--- src/rtl/imm_pkg.sv ---
// Immediate-format encoding shared by the immediate packer and the decode-side extender.
package imm_pkg;

  localparam int INSTR_W = 32;

  typedef enum logic [2:0] {
    IMM_I  = 3'd0,
    IMM_S  = 3'd1,
    IMM_B  = 3'd2,
    IMM_J  = 3'd3,
    IMM_U  = 3'd4,
    IMM_LI = 3'd5
  } imm_src_t;

endpackage

--- src/rtl/imm_field_pack.sv ---
// Places an immediate into its format's instruction fields and flags values the format cannot carry.
module imm_field_pack
  import imm_pkg::*;
(
  input  logic [2:0]         i_src,
  input  logic [INSTR_W-1:0] i_imm,
  input  logic [INSTR_W-1:0] i_base,
  output logic [INSTR_W-1:0] o_instr,
  output logic               o_err
);

  // Each check asks whether the discarded high bits are pure sign extension.
  logic w_i_ok;
  logic w_b_ok;
  logic w_j_ok;

  assign w_i_ok = (&i_imm[31:11]) | ~(|i_imm[31:11]);
  assign w_b_ok = ((&i_imm[31:12]) | ~(|i_imm[31:12])) & ~i_imm[0];
  assign w_j_ok = ((&i_imm[31:20]) | ~(|i_imm[31:20])) & ~i_imm[0];

  always_comb begin
    o_instr = i_base;
    o_err   = 1'b0;
    case (i_src)
      IMM_I: begin
        o_instr[31:20] = i_imm[11:0];
        o_err          = ~w_i_ok;
      end
      IMM_S: begin
        o_instr[31:25] = i_imm[11:5];
        o_instr[11:7]  = i_imm[4:0];
        o_err          = ~w_i_ok;
      end
      IMM_B: begin
        o_instr[31]    = i_imm[12];
        o_instr[7]     = i_imm[11];
        o_instr[30:25] = i_imm[10:5];
        o_instr[11:8]  = i_imm[4:1];
        o_err          = ~w_b_ok;
      end
      IMM_J: begin
        o_instr[31]    = i_imm[20];
        o_instr[19:12] = i_imm[19:12];
        o_instr[20]    = i_imm[11];
        o_instr[30:21] = i_imm[10:1];
        o_err          = ~w_j_ok;
      end
      IMM_U: begin
        o_instr[31:12] = i_imm[31:12];
        o_err          = |i_imm[11:0];
      end
      IMM_LI: begin
        o_instr[24:20] = i_imm[4:0];
        o_err          = |i_imm[31:5];
      end
      default: o_err = 1'b1;
    endcase
  end

endmodule

--- src/rtl/imm_packer.sv ---
// Packs immediates into instruction words behind one output register stage,
// tagging each word with a running byte address and tracking range errors.
module imm_packer
  import imm_pkg::*;
#(
  parameter logic [INSTR_W-1:0] BASE_ADDR = 32'h0000_0000,
  parameter int                 ERR_CNT_W = 8
) (
  input  logic                 clk,
  input  logic                 rst_n,
  input  logic                 in_valid,
  output logic                 in_ready,
  input  logic [2:0]           in_src,
  input  logic [INSTR_W-1:0]   in_imm,
  input  logic [INSTR_W-1:0]   in_base,
  input  logic                 clear,
  output logic                 out_valid,
  input  logic                 out_ready,
  output logic [INSTR_W-1:0]   out_instr,
  output logic [INSTR_W-1:0]   out_addr,
  output logic                 out_err,
  output logic                 err_range,
  output logic [ERR_CNT_W-1:0] err_count
);

  logic [INSTR_W-1:0]   w_instr;
  logic                 w_err;
  logic                 w_accept;
  logic                 w_xfer;
  logic [INSTR_W-1:0]   w_load_addr;

  logic                 r_vld;
  logic [INSTR_W-1:0]   r_instr;
  logic [INSTR_W-1:0]   r_addr;
  logic                 r_err;
  logic [INSTR_W-1:0]   r_next_addr;
  logic                 r_err_range;
  logic [ERR_CNT_W-1:0] r_err_count;

  imm_field_pack u_pack (
    .i_src   (in_src),
    .i_imm   (in_imm),
    .i_base  (in_base),
    .o_instr (w_instr),
    .o_err   (w_err)
  );

  assign in_ready    = rst_n && (!r_vld || out_ready);
  assign w_accept    = in_valid && in_ready;
  assign w_xfer      = r_vld && out_ready;
  // Every loaded word is eventually transferred, so stepping the address at
  // load time yields previous+4 per transfer while leaving a held word's tag alone.
  assign w_load_addr = clear ? BASE_ADDR : r_next_addr;

  always_ff @(posedge clk) begin
    if (!rst_n) begin
      r_vld       <= 1'b0;
      r_instr     <= '0;
      r_addr      <= BASE_ADDR;
      r_err       <= 1'b0;
      r_next_addr <= BASE_ADDR;
      r_err_range <= 1'b0;
      r_err_count <= '0;
    end else begin
      if (w_accept) begin
        r_vld       <= 1'b1;
        r_instr     <= w_instr;
        r_err       <= w_err;
        r_addr      <= w_load_addr;
        r_next_addr <= w_load_addr + 32'd4;
      end else begin
        if (w_xfer)
          r_vld <= 1'b0;
        if (clear)
          r_next_addr <= BASE_ADDR;
      end

      if (clear) begin
        r_err_range <= 1'b0;
        r_err_count <= '0;
      end else if (w_xfer && r_err) begin
        r_err_range <= 1'b1;
        if (r_err_count != {ERR_CNT_W{1'b1}})
          r_err_count <= r_err_count + 1'b1;
      end
    end
  end

  assign out_valid = r_vld;
  assign out_instr = r_instr;
  assign out_addr  = r_addr;
  assign out_err   = r_err;
  assign err_range = r_err_range;
  assign err_count = r_err_count;

endmodule

--- config.mk ---
export PLATFORM = sky130hd
export DESIGN_NAME = imm_packer
export DESIGN_NICKNAME = d
export VERILOG_FILES = /design/src/rtl/imm_pkg.sv /design/src/rtl/imm_field_pack.sv /design/src/rtl/imm_packer.sv
export SDC_FILE = /design/constraint.sdc
export NUM_CORES = 1
export LEC_CHECK = 0
export ABC_AREA = 1
export ABC_CLOCK_PERIOD_IN_PS = 1870
export CAP_MARGIN = 20
export CORE_MARGIN = 2
export CORE_UTILIZATION = 44
export DETAILED_ROUTE_END_ITERATION = 16
export PLACE_DENSITY = 0.82
export SYNTH_ARGS = -nofsm -noshare
export SYNTH_HDL_FRONTEND = slang
export SYNTH_HIERARCHICAL = 1
export SYNTH_SLANG_ARGS = --single-unit
--- constraint.sdc ---
create_clock -name clk -period 1.87 [get_ports clk]
set_clock_uncertainty 0.15 [all_clocks]
set_input_delay 0.374 -clock clk [delete_from_list [all_inputs] [get_ports clk]]
set_output_delay 0.374 -clock clk [all_outputs]
set_load 0.01 [all_outputs]
==> flow_summary.toml <==
[synthesis]
synth_edf_count = 0
yosysTopAreaCell = "dfxtp_1"
synth_cells = 753
synth-async-reset-ratio = 0
synthFlopType = "dfxtp_1"
synth.top_cell.area_share = 0.404
synth_nets = 827
synthTopCellsByCount = "nand2_1 (201), nor2_1 (112), dfxtp_1 (107)"
yosys-top-cells-area = "dfxtp_1 (40%), nand2_1 (14%), nor2_1 (7.9%)"
synth_seq_area_share = 0.404
yosysWarnings = 6
avgSynthCellArea_sq_um = 7.04
synthesis.area_sq_um = 5300
ys_types = 39
yosysMostFrequentCell = "nand2_1"
synth_seq_cells = 107

[setup_path]
arrival_ns = 1.96
critPathCaptureType = "flop"
critPathMaxStageDelay_ns = 0.56
crit_path_max_fanout = 4
crit_top_cell = "nand2_1"
critPathSlowestCell = "clkdlybuf4s50_1"
path_class = "primary input to flop"
crit_path_start_kind = "primary input"
worst-r2r-setup-slack_ns = 0.12
rr_endpoint = "r_next_addr[20]"
worst-path-buf-inv = 1
r2r_start = "r_next_addr[3]"
required_ns = 1.97
path_cells = "clkdlybuf4s50_1 -> nand2_1 -> nor2_1 -> nand3_1 -> nand2_1 -> nand2_1 -> a21boi_0 -> nand3_1 -> a22o_1"
ff2ff_path_depth = 11
crit_family = "simple AND/OR/NAND/NOR gates"

[power_and_ir_drop]
power.leakage_nw = 3.43
power_frac_comb = 0.164
p_int_w = 0.00386
p_total_w = 0.00518
ir_drop_mv = 0.623
p_clk_frac = 0.376
seq_power_share = 0.460
netSwitchingFraction = 0.254
switchingPower_w = 0.00132
p_per_area_nw_per_um2 = 632

[hold_path]
holdCritStartpoint = "out_ready"
min_to = "out_valid"
min_path_type = "primary input to flop"
hold_depth = 4

[sta]
slew_headroom = 0.764
setup_slack_ns = 0.00847
slew_violations = 0
setup_viol = 0
min_period_ns = 1.86
fin_crit_sh = 0.995
final_hold_viol_count = 0
fmax_mhz = 537
worst_pin_slew_ns = 0.353

[cells_and_area]
register_area_sq_um = 2150
fin_nets = 1067
antenna_cells = 0
multi_input_area_sq_um = 2850
nFillCells = 925
drive_gt1_frac = 0.216
stdcell_count = 1145
area.growth.synth_to_final_pct = 54.7

[floorplanning]
die_w_um = 114
io_pins = 148
initial_utilization = 0.447
die_area_sq_um = 12900
rows = 40
die_h_um = 114
coreArea_sq_um = 11900

[cts]
cts_hold_buf = 0
cts_max_level = 3
clkLatencyLatePin_ns = 0.36
clk_pin_slew_ns = 0.07
cts_inserted_buffers = 9
clock_sinks = 107
clockBufferDepth = 2
cts_tree = "built"
cts_root_buf = "clkbuf_16"

[detailed_routing]
dr.first_iter.drc_count = 370
drc_errors = 0
totalWireLength_um = 16300
vias = 5823
wl_per_cell_um = 14.2
ant_nets = 0
drt_pass1_iterations = 5
viasPerCell = 5.09

[placed_design]
io_buffers = 147
place_hpwl_um = 11500
dp_slack_ns = -0.538
placed_cells = 1119
finalWeightedCongestion = 0.909

[global_routing]
overflow = 0
antenna_found_initial = 0
grt_max_degree = 46
grt_use_met2 = 0.419
busiest_layer = "met2"
grt_use_met1 = 0.304
grt_pass1_vias = 5445
grt_use_total = 0.245
gr-usage-met3 = 0.0563
grt_pass1_wl_um = 25700

[status]
status = "complete, no violations"

[flow_run]
max_cap_viol_count = 0
## layer usage
layer,share of wire,routed length (um),up-vias
met3,0.062,1020,21
li1,-,-,2919
met4,0.015,239,0
met1,0.44,7140,2676
met5,0,0,-
met2,0.48,7880,207
## what timing repair did
| item | 4_1_cts | 5_1_grt |
|---|---|---|
| setup buffers | 2 | 6 |
| cloned | 1 | 1 |
| pin swaps | 6 | 14 |
| setup endpoints to repair | 25 | 41 |
| resized for setup | 21 | 42 |
## sequential cells by signal, summed over array words and instances (netlist names)
name / cells
out_err: 1
out_instr: 32
err_range: 1
out_valid: 1
err_count: 8
r_next_addr: 32
out_addr: 32
## final cells by class
type / instances / share of cell area
repair buffers: 259 / 0.294
inverters: 78 / 0.0372
clock inverters: 7 / 0.00900
clock buffers: 9 / 0.0275
flip-flops and latches: 107 / 0.262
well taps: 147 / 0.0224
multi-input cells: 538 / 0.348
## worst max-delay path by stage
stage | start | end | slack (ns) | cells past startpoint
floorplan | clear | r_next_addr[24] | 0.003 | 12
global placement | clear | r_next_addr[31] | -0.49 | 10
detailed placement | clear | r_next_addr[31] | -0.54 | 10
CTS | in_imm[26] | out_err | 0.01 | 9
global route | in_imm[22] | out_err | -0.07 | 9
finish | in_imm[22] | out_err | 0.008 | 9
## cells by family after synthesis
logic type,Yosys count,share of synthesized area
and+or+nand+nor,412,0.343
muxes,9,0.0191
AOI/OAI and AO/OA,115,0.140
buffers and inverters,108,0.0890
DFF,107,0.404
adders and majority gates,2,0.00472
## power by group through the flow
| stage | Sequential [W] | Combinational (W) | Clock [W] |
|---|---|---|---|
| 2_1_floorplan | 0.00246 | 0.000309 | 0 |
| 3_3_place_gp | 0.00243 | 0.000792 | 0 |
| 3_5_place_dp | 0.00244 | 0.000800 | 0 |
| 4_1_cts | 0.00238 | 0.000820 | 0.00199 |
| 5_1_grt | 0.00239 | 0.000907 | 0.00208 |
| 6_report | 0.00238 | 0.000850 | 0.00195 |
## cell usage in the layout, fill, tap and decap left out, types with 10 or more instances in the layout
master           Yosys  final
nand2_1            201    196
nand3_1             43     40
dfxtp_1            107    103
clkbuf_16            0     10
nor2_1             112     90
nor2_4               8     15
a21oi_1             26     26
inv_1               75     73
a22o_1              33     33
nand2_2              8     12
clkdlybuf4s50_1      0    136
o21ai_0             42     38
nor2_2              10     25
buf_4                7    106
## metrics by stage
step | instance area, sq um | hold WS (ns) | util | setup TNS, ns
after floorplan | 5360 | 0.266 | - | 0
after global placement | 7640 | 0.276 | 0.644 | -27.00
after detailed placement | 7640 | 0.279 | 0.644 | -28.94
after CTS | 8030 | 0.300 | 0.677 | 0
after global routing | 8200 | 0.271 | 0.692 | -0.108
final | 8200 | 0.216 | 0.692 | 0
## tightest hold or removal path: cells and delay by family
family          cells  cell delay [ns]
simple gates        1             0.09
buf+inv             2             0.15
compound gates      1             0.06
Power figures use the tool's default switching activity.
